`config.mk`:
```
export PLATFORM = sky130hd
export DESIGN_NAME = bus_arbiter_3
export DESIGN_NICKNAME = d
export VERILOG_FILES = /design/src/rtl/bus_arbiter_3.sv
export SDC_FILE = /design/constraint.sdc
export NUM_CORES = 1
export LEC_CHECK = 0
export ABC_AREA = 1
export BUFFER_PORTS_ARGS = -buffer_cell sky130_fd_sc_hd__buf_4
export CAP_MARGIN = 40
export CELL_PAD_IN_SITES_DETAIL_PLACEMENT = 0
export CELL_PAD_IN_SITES_GLOBAL_PLACEMENT = 2
export CORE_MARGIN = 2
export CORE_UTILIZATION = 30
export CTS_BUF_LIST = sky130_fd_sc_hd__clkbuf_4
export CTS_CLUSTER_SIZE = 30
export DETAILED_ROUTE_END_ITERATION = 10
export PLACE_DENSITY = 0.73
export SYNTH_ARGS = -nofsm -noshare
export SYNTH_HDL_FRONTEND = slang
export SYNTH_SLANG_ARGS = --single-unit
```
`constraint.sdc`:
```
create_clock -name clk -period 2 [get_ports clk]
set_clock_uncertainty 0.05 [all_clocks]
set_input_delay 0.1 -clock clk [delete_from_list [all_inputs] [get_ports clk]]
set_output_delay 0.1 -clock clk [all_outputs]
set_load 0.005 [all_outputs]
```
`src/rtl/bus_arbiter_3.sv`:
```
// -----------------------------------------------------------------------------
// bus_arbiter_3
//
// Purpose:
//   Round-robin arbiter for three bus masters, with a hold limit. A master
//   keeps the bus while it requests. If another master is also requesting, the
//   owner is preempted after MAX_HOLD consecutive grant cycles. When the owner
//   releases, the bus passes to the next requester on the same edge, so there
//   is no idle cycle between owners.
//
// Parameters:
//   MAX_HOLD  - maximum number of consecutive grant cycles for one owner while
//               another master is waiting. Legal values are 2..255.
//
// Ports:
//   clk        in   single clock; all state changes on its rising edge
//   reset_n    in   asynchronous, active-low reset
//   m0_req     in   bus request from master 0
//   m1_req     in   bus request from master 1
//   m2_req     in   bus request from master 2
//   m0_grant   out  bus grant to master 0 (registered, one-hot-or-zero)
//   m1_grant   out  bus grant to master 1
//   m2_grant   out  bus grant to master 2
//   m_sel      out  encoded owner: 0/1/2 = m0/m1/m2, 3 = no owner
//   busy       out  high while any grant is high
// -----------------------------------------------------------------------------
module bus_arbiter_3 #(
  parameter int unsigned MAX_HOLD = 8
) (
  input  logic       clk,
  input  logic       reset_n,
  input  logic       m0_req,
  input  logic       m1_req,
  input  logic       m2_req,
  output logic       m0_grant,
  output logic       m1_grant,
  output logic       m2_grant,
  output logic [1:0] m_sel,
  output logic       busy
);

  localparam int unsigned N_MASTERS  = 3;
  localparam logic [7:0]  HOLD_LIMIT = 8'(MAX_HOLD - 1);

  // Each grant state's encoding is the owner index, and IDLE is encoded as 3.
  // With this encoding m_sel is simply the state register.
  typedef enum logic [1:0] {
    G0   = 2'd0,
    G1   = 2'd1,
    G2   = 2'd2,
    IDLE = 2'd3
  } state_t;

  state_t     r_state;
  state_t     w_state_next;
  logic [1:0] r_last_owner;
  logic [1:0] w_last_owner_next;
  logic [7:0] r_hold_cnt;
  logic [7:0] w_hold_cnt_next;

  logic [N_MASTERS-1:0] w_req;
  logic [N_MASTERS-1:0] w_req_others;
  logic [N_MASTERS-1:0] w_grant;
  logic                 w_own_req;
  logic [2:0]           w_pick;
  logic                 w_winner_valid;
  logic [1:0]           w_winner;

  assign w_req = {m2_req, m1_req, m0_req};

  // Decode grants from the state register. The current owner's request is
  // masked out of the search vector, so that one search serves all three
  // cases: arbitration from IDLE, handoff, and preemption. In IDLE, no bit
  // matches the state, so nothing is masked.
  generate
    for (genvar gi = 0; gi < N_MASTERS; gi++) begin : g_master
      assign w_grant[gi]      = (r_state == state_t'(2'(gi)));
      assign w_req_others[gi] = w_req[gi] && !w_grant[gi];
    end
  endgenerate

  assign w_own_req = |(w_req & w_grant);

  // Round-robin search that starts one position after the last owner.
  // The function returns {valid, index}.
  function automatic logic [2:0] rr_pick(input logic [2:0] req,
                                         input logic [1:0] last);
    logic [2:0] result;
    logic [1:0] idx;
    result = 3'b000;
    idx    = (last >= 2'd2) ? 2'd0 : last + 2'd1;
    for (int k = 0; k < N_MASTERS; k++) begin
      if (!result[2] && req[idx]) begin
        result = {1'b1, idx};
      end
      idx = (idx == 2'd2) ? 2'd0 : idx + 2'd1;
    end
    return result;
  endfunction

  assign w_pick         = rr_pick(w_req_others, r_last_owner);
  assign w_winner_valid = w_pick[2];
  assign w_winner       = w_pick[1:0];

  // Next-state logic
  always_comb begin
    w_state_next      = r_state;
    w_last_owner_next = r_last_owner;
    w_hold_cnt_next   = r_hold_cnt;

    case (r_state)
      IDLE: begin
        if (w_winner_valid) begin
          w_state_next      = state_t'(w_winner);
          w_last_owner_next = w_winner;
          w_hold_cnt_next   = 8'd0;
        end
      end

      default: begin
        if (w_own_req) begin
          if (r_hold_cnt < HOLD_LIMIT) begin
            // The owner keeps the bus and its tenure counter advances.
            w_hold_cnt_next = r_hold_cnt + 8'd1;
          end else if (w_winner_valid) begin
            // The tenure limit is reached and another master is waiting:
            // preempt the owner.
            w_state_next      = state_t'(w_winner);
            w_last_owner_next = w_winner;
            w_hold_cnt_next   = 8'd0;
          end
          // With no competitor, the owner stays and the counter stays
          // saturated. That lets a late competitor preempt at once.
        end else if (w_winner_valid) begin
          // The owner has released the bus. Hand it over on the same edge.
          w_state_next      = state_t'(w_winner);
          w_last_owner_next = w_winner;
          w_hold_cnt_next   = 8'd0;
        end else begin
          w_state_next = IDLE;
        end
      end
    endcase
  end

  // State registers. Reset is asynchronous, so grants drop without a clock
  // edge.
  always_ff @(posedge clk or negedge reset_n) begin
    if (!reset_n) begin
      r_state      <= IDLE;
      r_last_owner <= 2'd2;
      r_hold_cnt   <= 8'd0;
    end else begin
      r_state      <= w_state_next;
      r_last_owner <= w_last_owner_next;
      r_hold_cnt   <= w_hold_cnt_next;
    end
  end

  assign m0_grant = w_grant[0];
  assign m1_grant = w_grant[1];
  assign m2_grant = w_grant[2];
  assign m_sel    = r_state;
  assign busy     = |w_grant;

endmodule

```
==> results of run 1 <==
-- Yosys cell counts (all sizes together) --
cell	count	area share, %
nand2	37	21
nor2	13	7.5
a21oi	2	1.8
a31oi	1	0.84
nand3	12	13
inv	17	8.5
dfrtp	9	30
nand3b	1	1.0
ha	1	1.7
o21ai	2	1.3
nand4	1	0.84
buf	1	1.5
o22ai	1	0.84
dfstp	3	11
-- report_power, final --
| group | total (mW) | internal [mW] | switching (mW) |
|---|---|---|---|
| clock | 0.167 | 0.0908 | 0.0761 |
| sequential | 0.414 | 0.333 | 0.0813 |
| combinational | 0.868 | 0.329 | 0.539 |
-- stage by stage --
step	total power [mW]	cells
floorplan	1.06	101
global placement	1.30	140
detailed placement	1.30	140
CTS	1.47	145
global route	1.61	145
finish	1.45	145
-- final cells by class --
class	instances	area (µm²)	share of cell area, %
clock buffers	4	30.0	3.37
repair buffers	11	85.1	9.55
flip-flops and latches	12	304	34.1
well taps	30	37.5	4.21
inverters	17	63.8	7.16
multi-input cells	71	370	41.6
-- sequential cells by signal, indices dropped and copies added, names as in the netlist --
register and flops:
m_sel 2, r_hold_cnt 8, r_last_owner 2
-- cells by family after synthesis --
logic type,after synthesis,share of synthesized area [%]
AOI/OAI and AO/OA,6,4.84
adders and majority gates,1,1.67
buffers and inverters,18,10.0
and+or+nand+nor,64,42.9
DFF,12,40.6
-- final timing paths --
path | from | end | slack (ns) | depth (start not counted)
worst min register to register | r_hold_cnt[5] | r_hold_cnt[5] | 0.45 | 2
worst max-delay path | m_sel[1] | m_sel[1] | 0.38 | 10
worst max register to register | m_sel[1] | m_sel[1] | 0.38 | 10
worst min-delay path | m0_req | m_sel[0] | 0.06 | 4
min in group asynchronous | reset_n | r_hold_cnt[5] | 0.14 | 2
max in group asynchronous | reset_n | m_sel[0] | 1.52 | 2
-- metal layers --
| metal | up-vias | wire length [µm] | GRT usage, % |
|---|---|---|---|
| met2 | 5 | 656 | 17.9 |
| met1 | 293 | 784 | 17.9 |
| met4 | 0 | 9 | 5.00 |
| li1 | 339 | - | - |
| met5 | - | 0 | 0 |
| met3 | 2 | 31 | 3.33 |
-- worst max-delay path, stage by stage, from the launching register on --
cell and delay (ns):
dfstp_2 0.58, inv_1 0.05, nand2_1 0.07, nand2_1 0.09, nand2_1 0.11, nand3_4 0.12
nand3_4 0.15, nand2_4 0.09, nor2_2 0.10, nand2_1 0.07, nand2_1 0.06
-- what timing repair did --
item                      in CTS  in global routing
hold buffers                   1                  0
gates resized for setup        0                  0
hold endpoints to repair      12                  0
==> impl_metrics.toml, run 1 <==
[place]
gp_congestion = 0.738
place_area_um2 = 851
place_ws_ns = 0.373
place_hpwl_um = 1210
io_buffers = 10

[detailed_routing]
vias = 639
drtIter0Drc = 18
wirelength_um = 1480
via_per_inst = 4.41
avgRoutedWirePerCell_um = 10.2
detail-route-antenna-nets = 0
drc = 0
dr.pass1.iters = 2

[logic_synthesis]
synth_nets = 107
synth-warning-count = 0
netlist_instances = 101
avgSynthCellArea_um2 = 7.42
ys_types = 21
ys_ff_latch = 12
ys_seq_area_share_pct = 40.6
netlist_area_um2 = 749

[critical_path]
start_kind = "flip-flop"
worst-setup-path-type = "flip-flop to flip-flop"
crit_required_ns = 2.16
worstSetupEndpointType = "flip-flop"
worstPathMaxFanout = 7
cp.arrival_ns = 1.78

[timing]
setup_slack_ns = 0.384
holdWs_ns = 0.0614
finalHoldViolations = 0
relSlewSlack_pct = 84.1
worstMarginPinSlew_ns = 0.237
finalMaxSlewViolations = 0
finalSetupViolCount = 0
period_share_pct = 80.8
rsz0062_at_grt = "no"
fin_crit_ns = 1.62
finalSetupTns_ns = 0
max_freq_mhz = 619

[layout]
nNetsFinal = 122
design_area_um2 = 891
diodes = 0
layout_common_cells = "nand2_1, inv_1, nor2_1, buf_4"
drive_gt1_share_pct = 25.2
utilization_pct = 36.6
synthToLayoutAreaGrowth_pct = 18.9
fillers = 272
final_common_cell = "nand2_1"

[floorplanning]
die_x_um = 54.0
initial_utilization_pct = 30.8
core-area_um2 = 2430
rows = 18
pin_count = 11
die_h_um = 54.0
dieArea_um2 = 2910

[grt]
grt_pass1_wl_um = 2620
antenna_found_initial = 0
grt_usage_pct = 12.6
grt_max_degree = 13
first_global_vias = 588
overflow = 0

[status]
status = "complete, no violations"

[clocking]
post_cts_buffers = 0
cts_root_buffer = "clkbuf_4"
cts_tree = "done"
numCtsBuffers = 3
clock-sinks = 12
h-tree-depth = 1
clk_latency_ns = 0.27
clock_path_buffers = 2
clkTransAtPathRegs_ns = 0.06

[power_and_ir_drop]
p_leak_nw = 0.466
powerDensity_nw_per_um2 = 1630
irDropWorstVdd_uv = 625

[flow_run]
cap_violations = 0

[hold_path]
hp-class = "input port to flip-flop"
No activity file was read; power rests on OpenSTA's default activity.
==> inputs of run 2 (changes only) <==
ABC_AREA = 0   (was 1)
PLACE_DENSITY = 0.7   (was 0.73)
clock period = 1.4 ns   (was 2 ns; I/O delays follow)
==> impl_metrics.toml, run 2 <==
[logic_synthesis]
ys_types = 31
synth_edf_count = 0
synth.most_common_cell = "dfrtp_1"
avgSynthCellArea_um2 = 9.66
ys_seq_area_share_pct = 41.4
netlist_instances = 76
synth_top_area_cell = "dfrtp_1"
netlist_area_um2 = 734
synth.top_cell.area_share_pct = 30.7
synth.cells.most_frequent = "dfrtp_1, o21ai_0, nor2_1"
synth-warning-count = 0
synth.area.top_cells = "dfrtp_1, dfstp_2, mux2i_1, o21ai_0, a21oi_1"
async_flop_share_pct = 100
ys.flop_type = "dfrtp_1"
ys_ff_latch = 12
synth_nets = 82

[critical_path]
crit_family = "simple AND/OR/NAND/NOR gates"
max_stage_delay_ns = 0.55
crit_required_ns = 1.55
cp_num_buf_inv = 0
r2r_end = "m_sel[1]"
critical_path.slowest_cell = "or4_4"
r2r-start = "r_hold_cnt[6]"
rrSetupSlack_ns = -0.32
worst-setup-path-type = "flip-flop to flip-flop"
worstPathMaxFanout = 5
start_kind = "flip-flop"
cp_cell_sequence = "or4_4 > a211oi_4 > nand2_4 > nand2b_4 > mux2i_1"
cp.arrival_ns = 1.87
worstSetupEndpointType = "flip-flop"
rr_worst_depth = 5

[layout]
largest_reg_flops = 8
nNetsFinal = 114
drive_gt1_share_pct = 56.1
diodes = 0
fillers = 228
utilization_pct = 50.3
synthToLayoutAreaGrowth_pct = 54.5
layout_common_cells = "buf_4, buf_6, dfrtp_1"
design_area_um2 = 1130
top_register = "r_hold_cnt"
final_common_cell = "buf_4"

[detailed_routing]
wirelength_um = 1760
avgRoutedWirePerCell_um = 13.1
vias = 663
via_per_inst = 4.91
drtIter0Drc = 17
dr.pass1.iters = 4
drc = 0
detail-route-antenna-nets = 0

[timing]
finalHoldViolations = 0
finalSetupViolCount = 14
worstMarginPinSlew_ns = 0.269
rsz0062_at_grt = "yes"
fin_crit_ns = 1.72
max_freq_mhz = 582
period_share_pct = 123
setup_slack_ns = -0.318
relSlewSlack_pct = 82.0
holdWs_ns = 0.0884
finalMaxSlewViolations = 0

[grt]
grt_max_degree = 13
grt_pass1_wl_um = 2880
first_global_vias = 624
antenna_found_initial = 0
overflow = 0
grt_usage_pct = 14.3

[power_and_ir_drop]
p_sw_mw = 0.874
switching_share_pct = 38.0
clockPowerShare_pct = 9.6
powerDensity_nw_per_um2 = 2020
power.sequential.fraction_pct = 26.0
combinationalPowerShare_pct = 64.4
intPower_mw = 1.42
total_power_mw = 2.30
p_leak_nw = 0.531
irDropWorstVdd_uv = 1250

[floorplanning]
dieArea_um2 = 2860
die_x_um = 53.5
core-area_um2 = 2250
pin_count = 11
initial_utilization_pct = 32.6
rows = 17
die_h_um = 53.5

[hold_path]
holdPathEnd = "m_sel[1]"
min_path_cells = 3
hp-class = "input port to flip-flop"
hp-start = "m2_req"

[clocking]
clk_latency_ns = 0.27
h-tree-depth = 1
cts_tree = "done"
clock-sinks = 12
cts_root_buffer = "clkbuf_4"
clkTransAtPathRegs_ns = 0.08
numCtsBuffers = 3
clock_path_buffers = 2

[place]
place_hpwl_um = 1270
gp_congestion = 0.720
io_buffers = 10
place_area_um2 = 955

[status]
violations = "negative setup slack"
status = "complete, but fails checks"

[flow_run]
cap_violations = 0
[run 2: cell count changes after synthesis, sizes merged, moves of 2 or more]
| cell | delta |
|---|---|
| a21oi | +3 |
| and2 | +5 |
| o2bb2ai | +2 |
| o21ai | +6 |
| nand3 | -8 |
| mux2i | +5 |
| nor2 | -7 |
| nand2 | -33 |
| a211oi | +2 |
| nand2b | +3 |
| inv | -12 |
[run 2: cell type report]
cell class | instances | area [µm²] | share of cell area [%]
multi-input cells | 57 | 487 | 42.9
flip-flops and latches | 12 | 304 | 26.8
repair buffers | 29 | 262 | 23.0
well taps | 28 | 35.0 | 3.09
clock buffers | 3 | 22.5 | 1.98
inverters | 5 | 21.3 | 1.87
clock inverters | 1 | 3.75 | 0.331
[run 2: stage by stage]
stage,worst slack [ns],TNS [ns],std cells
after global routing,-0.443,-4.21,135
final,-0.318,-3.16,135
after floorplan,-0.207,-1.40,76
after CTS,-0.325,-2.97,130
after global placement,-0.253,-2.28,124
after detailed placement,-0.309,-2.47,124
[run 2: repair_timing]
item,in CTS,in global routing
pin swaps,5,5
endpoints found under the setup margin,15,16
endpoints found under the hold margin,12,0
cloned,0,1
resized for setup,16,13
hold buffers,1,0
setup buffers,1,5
[run 2: worst max path at each step]
stage / to / cells past startpoint / from / slack [ns]
2_1_floorplan: m_sel[0] / 5 / r_hold_cnt[6] / -0.21
3_3_place_gp: m_sel[0] / 5 / r_hold_cnt[6] / -0.25
3_5_place_dp: m_sel[1] / 5 / r_hold_cnt[6] / -0.31
4_1_cts: m_sel[1] / 5 / r_hold_cnt[6] / -0.32
5_1_grt: m_sel[1] / 5 / r_hold_cnt[6] / -0.44
6_report: m_sel[1] / 5 / r_hold_cnt[6] / -0.32
[run 2: kinds of logic after synthesis]
| group | count (synthesis) | share of synthesized area [%] |
|---|---|---|
| buffers and inverters | 8 | 6.13 |
| multiplexers | 6 | 8.35 |
| AND/OR/NAND/NOR | 26 | 22.0 |
| AO/OA/AOI/OAI | 23 | 20.4 |
| flip-flops | 12 | 41.4 |
| adder cells (fa/ha/maj) | 1 | 1.70 |
[run 2: tightest hold or removal path: stages]
cell and delay, ns:
buf_4 0.15, o211ai_1 0.11, mux2i_1 0.08
[run 2: power by group through the flow]
stage / clock (mW) / combinational (mW) / sequential, mW
detailed placement: 0 / 1.13 / 0.591
global placement: 0 / 1.12 / 0.590
finish: 0.221 / 1.48 / 0.598
floorplan: 0 / 0.734 / 0.540
CTS: 0.226 / 1.29 / 0.596
global route: 0.248 / 1.63 / 0.613
[run 2: per-layer routing]
| layer | track usage, % | up-vias | part of all wire [%] |
|---|---|---|---|
| met4 | 3.85 | 0 | 0.40 |
| met2 | 21.8 | 13 | 47 |
| met5 | 0 | - | 0 |
| met3 | 4.24 | 2 | 3.5 |
| met1 | 19.3 | 312 | 49 |
| li1 | - | 336 | - |
